File: config.mk
export PLATFORM = sky130hd
export DESIGN_NAME = switch_input_flat
export DESIGN_NICKNAME = d
export VERILOG_FILES = /design/src/rtl/switch_input_if.sv /design/src/rtl/switch_input.sv /design/src/flat_wrapper.sv
export SDC_FILE = /design/constraint.sdc
export NUM_CORES = 1
export LEC_CHECK = 0
export ABC_AREA = 0
export ABC_CLOCK_PERIOD_IN_PS = 2800
export BUFFER_PORTS_ARGS = -buffer_cell sky130_fd_sc_hd__buf_2
export CORE_MARGIN = 1.5
export CORE_UTILIZATION = 60
export CTS_CLUSTER_DIAMETER = 100
export DETAILED_ROUTE_END_ITERATION = 7
export GPL_ROUTABILITY_DRIVEN = 0
export PLACE_DENSITY = 0.8
export SYNTH_ARGS = -nofsm -noshare
export SYNTH_HDL_FRONTEND = slang
export SYNTH_SLANG_ARGS = --single-unit
File: constraint.sdc
create_clock -name clk -period 2.8 [get_ports clk]
set_clock_uncertainty 0.05 [all_clocks]
set_input_delay 0.56 -clock clk [delete_from_list [all_inputs] [get_ports clk]]
set_output_delay 0.56 -clock clk [all_outputs]
set_load 0.02 [all_outputs]
File: src/rtl/switch_input_if.sv
// rtl/switch_input_if.sv - CPU peripheral bus bundle (we/addr/in/out) for the switch input block
interface switch_input_if #(
  parameter int WIDTH = 32
);
  logic             we;
  logic [1:0]       addr;
  logic [WIDTH-1:0] in;
  logic [WIDTH-1:0] out;

  modport master (output we, addr, in, input out);
  modport slave  (input we, addr, in, output out);
endinterface

File: src/rtl/switch_input.sv
// rtl/switch_input.sv - synchronised, debounced switch input register block; SWITCH_IRQ_EN adds MASK and irq
module switch_input #(
  parameter int WIDTH    = 32,
  parameter int TICK_DIV = 50000,
  parameter int STABLE   = 3
) (
  input  logic             clk,
  input  logic             reset,
  switch_input_if.slave    bus,
  input  logic [WIDTH-1:0] sw_in,
  output logic             irq
);

  localparam int         PW        = (TICK_DIV > 2) ? $clog2(TICK_DIV) : 1;
  localparam logic [3:0] STABLE_M1 = 4'(STABLE - 1);

  logic [WIDTH-1:0]      s1, s2;
  logic [WIDTH-1:0]      value, value_next;
  logic [WIDTH-1:0]      flags, flags_next;
  logic [WIDTH-1:0]      set_bits, clr_bits;
  logic [WIDTH-1:0][3:0] cnt, cnt_next;
  logic [WIDTH-1:0]      mask;
  logic [PW-1:0]         presc;
  logic                  tick;

  assign tick = (presc == PW'(TICK_DIV - 1));

  // A tick that sees the input agree with VALUE restarts that bit's count.
  always_comb begin
    value_next = value;
    cnt_next   = cnt;
    set_bits   = '0;
    if (tick) begin
      for (int i = 0; i < WIDTH; i++) begin
        if (s2[i] == value[i]) begin
          cnt_next[i] = 4'd0;
        end else if (cnt[i] == STABLE_M1) begin
          value_next[i] = s2[i];
          cnt_next[i]   = 4'd0;
          set_bits[i]   = 1'b1;
        end else begin
          cnt_next[i] = cnt[i] + 4'd1;
        end
      end
    end
  end

  // OR-ing set after the clear lets a same-cycle debounce win over W1C.
  always_comb begin
    clr_bits   = (bus.we && bus.addr == 2'd1) ? bus.in : '0;
    flags_next = (flags & ~clr_bits) | set_bits;
  end

  always_ff @(posedge clk or negedge reset) begin
    if (!reset) begin
      s1    <= '0;
      s2    <= '0;
      value <= '0;
      flags <= '0;
      cnt   <= '0;
      presc <= '0;
    end else begin
      s1    <= sw_in;
      s2    <= s1;
      value <= value_next;
      flags <= flags_next;
      cnt   <= cnt_next;
      presc <= tick ? '0 : presc + PW'(1);
    end
  end

`ifdef SWITCH_IRQ_EN
  logic [WIDTH-1:0] mask_next;

  always_comb begin
    mask_next = (bus.we && bus.addr == 2'd2) ? bus.in : mask;
  end

  // irq looks at next-state values so it lands on the same edge as the flag/mask update.
  always_ff @(posedge clk or negedge reset) begin
    if (!reset) begin
      mask <= '0;
      irq  <= 1'b0;
    end else begin
      mask <= mask_next;
      irq  <= |(flags_next & mask_next);
    end
  end
`else
  assign mask = '0;
  assign irq  = 1'b0;
`endif

  always_comb begin
    case (bus.addr)
      2'd0:    bus.out = value;
      2'd1:    bus.out = flags;
      2'd2:    bus.out = mask;
      default: bus.out = '0;
    endcase
  end

endmodule
File: src/flat_wrapper.sv
// flat-port wrapper written by rule: the top's interface ports become plain ports
module switch_input_flat 
#(
  parameter int WIDTH    = 32,
  parameter int TICK_DIV = 50000,
  parameter int STABLE   = 3
)
  (clk, reset, sw_in, irq, bus_we, bus_addr, bus_in, bus_out);
  switch_input_if #(.WIDTH(WIDTH)) bus_i ();
  input  logic clk;
  input  logic reset;
  input  logic [WIDTH-1:0] sw_in;
  output logic irq;
  input wire logic [$bits(bus_i.we)-1:0] bus_we;
  input wire logic [$bits(bus_i.addr)-1:0] bus_addr;
  input wire logic [$bits(bus_i.in)-1:0] bus_in;
  output wire logic [$bits(bus_i.out)-1:0] bus_out;
  assign bus_i.we = bus_we;
  assign bus_i.addr = bus_addr;
  assign bus_i.in = bus_in;
  assign bus_out = bus_i.out;
  switch_input #(.WIDTH(WIDTH), .TICK_DIV(TICK_DIV), .STABLE(STABLE)) u_core (.clk(clk), .reset(reset), .bus(bus_i), .sw_in(sw_in), .irq(irq));
endmodule
==> flow_summary_export.csv <==
group,metric,value,unit
layout,layout_commonest_cell,"dfrtp_1",
layout,drive_gt1_share,15.1,%
clocking,clockRootBuffer,"clkbuf_16",
yosys,netlist_instances,1187,
global_route,globalRouteMet2Util,40.0,%
worst_setup_path,cp-endpoint,"u_core.cnt[39]",
timing,whs,0.0621,ns
layout,fin_nets,1430,
yosys,async_reset_ff_share,100,%
power,peakVddDrop,0.000676,V
timing,period_minus_slack,2.31,ns
worst_setup_path,worstPathCellList,"nor4b_4 -> nand4b_4 -> buf_12 -> or3_1 -> o31ai_1",
worst_setup_path,crit_fanout,42,
worst_setup_path,slowest_delay,0.44,ns
detailed_routing,drc_errors,0,
yosys,syn_avg_cell_area,10.6,sq um
yosys,synth-edff-count,0,
worst_setup_path,critPathBufInv,1,
clocking,cts_resized,0,
global_route,groute.layer.met1.usage,30.9,%
worst_setup_path,start_kind,"flop",
worst_setup_path,crit_type,"reg -> reg",
yosys,synth_top_area_cell,"dfrtp_1",
layout,layout_common_cells,"272 x dfrtp_1, 166 x nand2_1, 105 x o21ai_0",
yosys,ys_ff_latch,272,
placement,placed_cells,1534,
global_route,track_usage,23.1,%
layout,multiInputGateArea,0.00545,sq mm
worst_setup_path,timing.rr.end,"u_core.cnt[39]",
outcome,status,"finished clean",
worst_setup_path,cp_slowest_cell,"dfrtp_1",
floorplanning,start_util,61.6,%
detailed_routing,via_count,8993,
yosys,yosys_warnings,0,
detailed_routing,drtPass1Iterations,5,
timing,period_share,82.4,%
floorplanning,io_pins,102,
yosys,yosys.cell_types.count,39,
detailed_routing,antenna_left,0,
clocking,cts_tree,"done",
floorplanning,die_w,148,microns
timing,hold_viol,0,
timing,slew_viol_final,0,
timing,tns,0,ns
clocking,cts_num_sinks,272,
yosys,synth_top_area_share,54.1,%
detailed_routing,drt-initial-drc-count,428,
layout,register_area,0.00681,sq mm
yosys,synthTopCellsByArea,"dfrtp_1 54%, ha_1 6.5%, nand2_1 4.9%, o21ai_0 4.2%, mux2_2 2.9%",
clocking,cts_setup_buffers,0,
power,power_density,581,mW/mm^2
worst_setup_path,cp-startpoint,"u_core.presc[7]",
placement,io_buffer_count,100,
global_route,grt-ovfl-total,0,
global_route,grt_pass1_wl,41.8,mm
worst_setup_path,rr_worst_depth,5,
worst_setup_path,critPathArrivalTime,2.70,ns
clocking,cts_max_level,1,
floorplanning,rows,52,
power,total_power,0.00843,W
clocking,cts_buffers,29,
yosys,synth_nets,1321,
timing,fmax,434,MHz
layout,fin_area,0.0145,sq mm
yosys,ys_seq_area_share,54.1,%
job,maxCapViolations,0,
global_route,antenna_found_initial,1,
yosys,syn_area,0.0126,sq mm
timing,setup_viol,0,
timing,worst_pin_slew,0.609,ns
hold_path,hold_class,"in -> reg",
layout,n_antenna_cell,0,
clocking,clk_path_buf_depth,3,
timing,rsz0062_at_grt,"no",
yosys,yosys_most_used_dff,"dfrtp_1",
layout,final_cells,1585,
global_route,grt_max_degree,84,
worst_setup_path,path_depth,5,
floorplanning,die_y,148,microns
layout,area_growth,15.3,%
placement,hpwl,15.9,mm
layout,fillers,1487,
power,leakage,6.80,nW
detailed_routing,viasPerCell,5.67,
floorplanning,core_area,0.0204,sq mm
global_route,grt_use_met3,3.02,%
clocking,clk_pin_slew_worst_paths,0.06,ns
placement,place_area,0.0135,sq mm
worst_setup_path,rr_startpoint,"u_core.presc[7]",
clocking,clk_latency,0.55,ns
worst_setup_path,critPathTopFamily,"simple AND/OR/NAND/NOR gates",
clocking,cts_hold_buf,1,
floorplanning,die-area,0.0219,sq mm
worst_setup_path,r2r_setup_slack,0.49,ns
global_route,grt_busiest_layer,"met2",
worst_setup_path,cp-end-kind,"flop",
detailed_routing,wl_per_cell,15.3,microns
timing,slew_headroom,59.1,%
detailed_routing,drt-total-wl,24.3,mm
worst_setup_path,cp.required,3.20,ns
global_route,grt_pass1_vias,8991,
-- metrics by stage --
step	setup WS, ns	utilization (%)
finish	0.493	71.1
global route	0.340	71.1
CTS	0.469	71.1
detailed placement	0.442	65.9
global placement	0.574	65.9
floorplan	0.518	-
-- per-layer routing --
layer  vias to the layer above  wire length [microns]
li1                       4350                      -
met1                      4454                  10800
met2                       147                  12100
met3                        42                    867
met4                         0                    579
met5                         -                      0
-- logic make-up after synthesis --
group	after synthesis	share of synthesized area (%)
buf+inv	75	2.64
compound gates	209	10.1
simple gates	457	18.2
flops	272	54.1
mux	66	5.57
xor+xnor	42	2.92
other cells	1	0.0298
fa+ha+maj	65	6.46
-- synth_stat cells (27+ instances only) --
library cell  number
clkbuf_1          27
dfrtp_1          272
nand2b_1          32
nor3b_1           32
nand2_1          166
xnor2_1           37
nor2_1            89
ha_1              65
o21ai_1           38
mux2_2            32
mux2i_1           34
or3_1             34
o21ai_0          105
nand3_1           38
o41ai_1           32
nor2b_1           32
inv_1             33
-- layout make-up --
type                            count  share of cell area (%)
Sequential cell                   272                    46.9
Multi-Input combinational cell    840                    37.5
Clock buffer                       41                    5.72
Timing Repair Buffer              120                    5.26
Tap cell                          270                    2.33
Clock inverter                      9                    1.41
Inverter                           33                   0.853
-- worst register-to-register path: cells and delay by family (launching register included) --
kind / cells / cell delay (ns)
AOI/OAI and AO/OA: 1 / 0.25
buffers and inverters: 1 / 0.32
DFF: 1 / 0.44
and+or+nand+nor: 3 / 1.15
-- flip-flops by register name, summed over array words and instances (netlist names) --
signal and flops:
u_core.presc 16, u_core.flags 32, u_core.s1 32, u_core.s2 32, u_core.value 32, u_core.cnt 128
-- power breakdown --
group / leakage (nW) / internal, W / switching (W)
Clock: 0.507 / 0.00260 / 0.00152
Sequential: 3.64 / 0.00399 / 0.0000296
Combinational: 2.66 / 0.0000977 / 0.000184
-- how the worst min path moves through the flow --
stage / from / end / slack [ns] / cells after the start
2_1_floorplan: reset / u_core.cnt[0] / 0.21 / 0
3_3_place_gp: u_core.s1[30] / u_core.s2[30] / 0.28 / 0
3_5_place_dp: u_core.s1[23] / u_core.s2[23] / 0.28 / 0
4_1_cts: sw_in[22] / u_core.s1[22] / 0.04 / 1
5_1_grt: sw_in[22] / u_core.s1[22] / 0.04 / 1
6_report: sw_in[8] / u_core.s1[8] / 0.06 / 1
No activity file was read; power rests on OpenSTA's default activity.
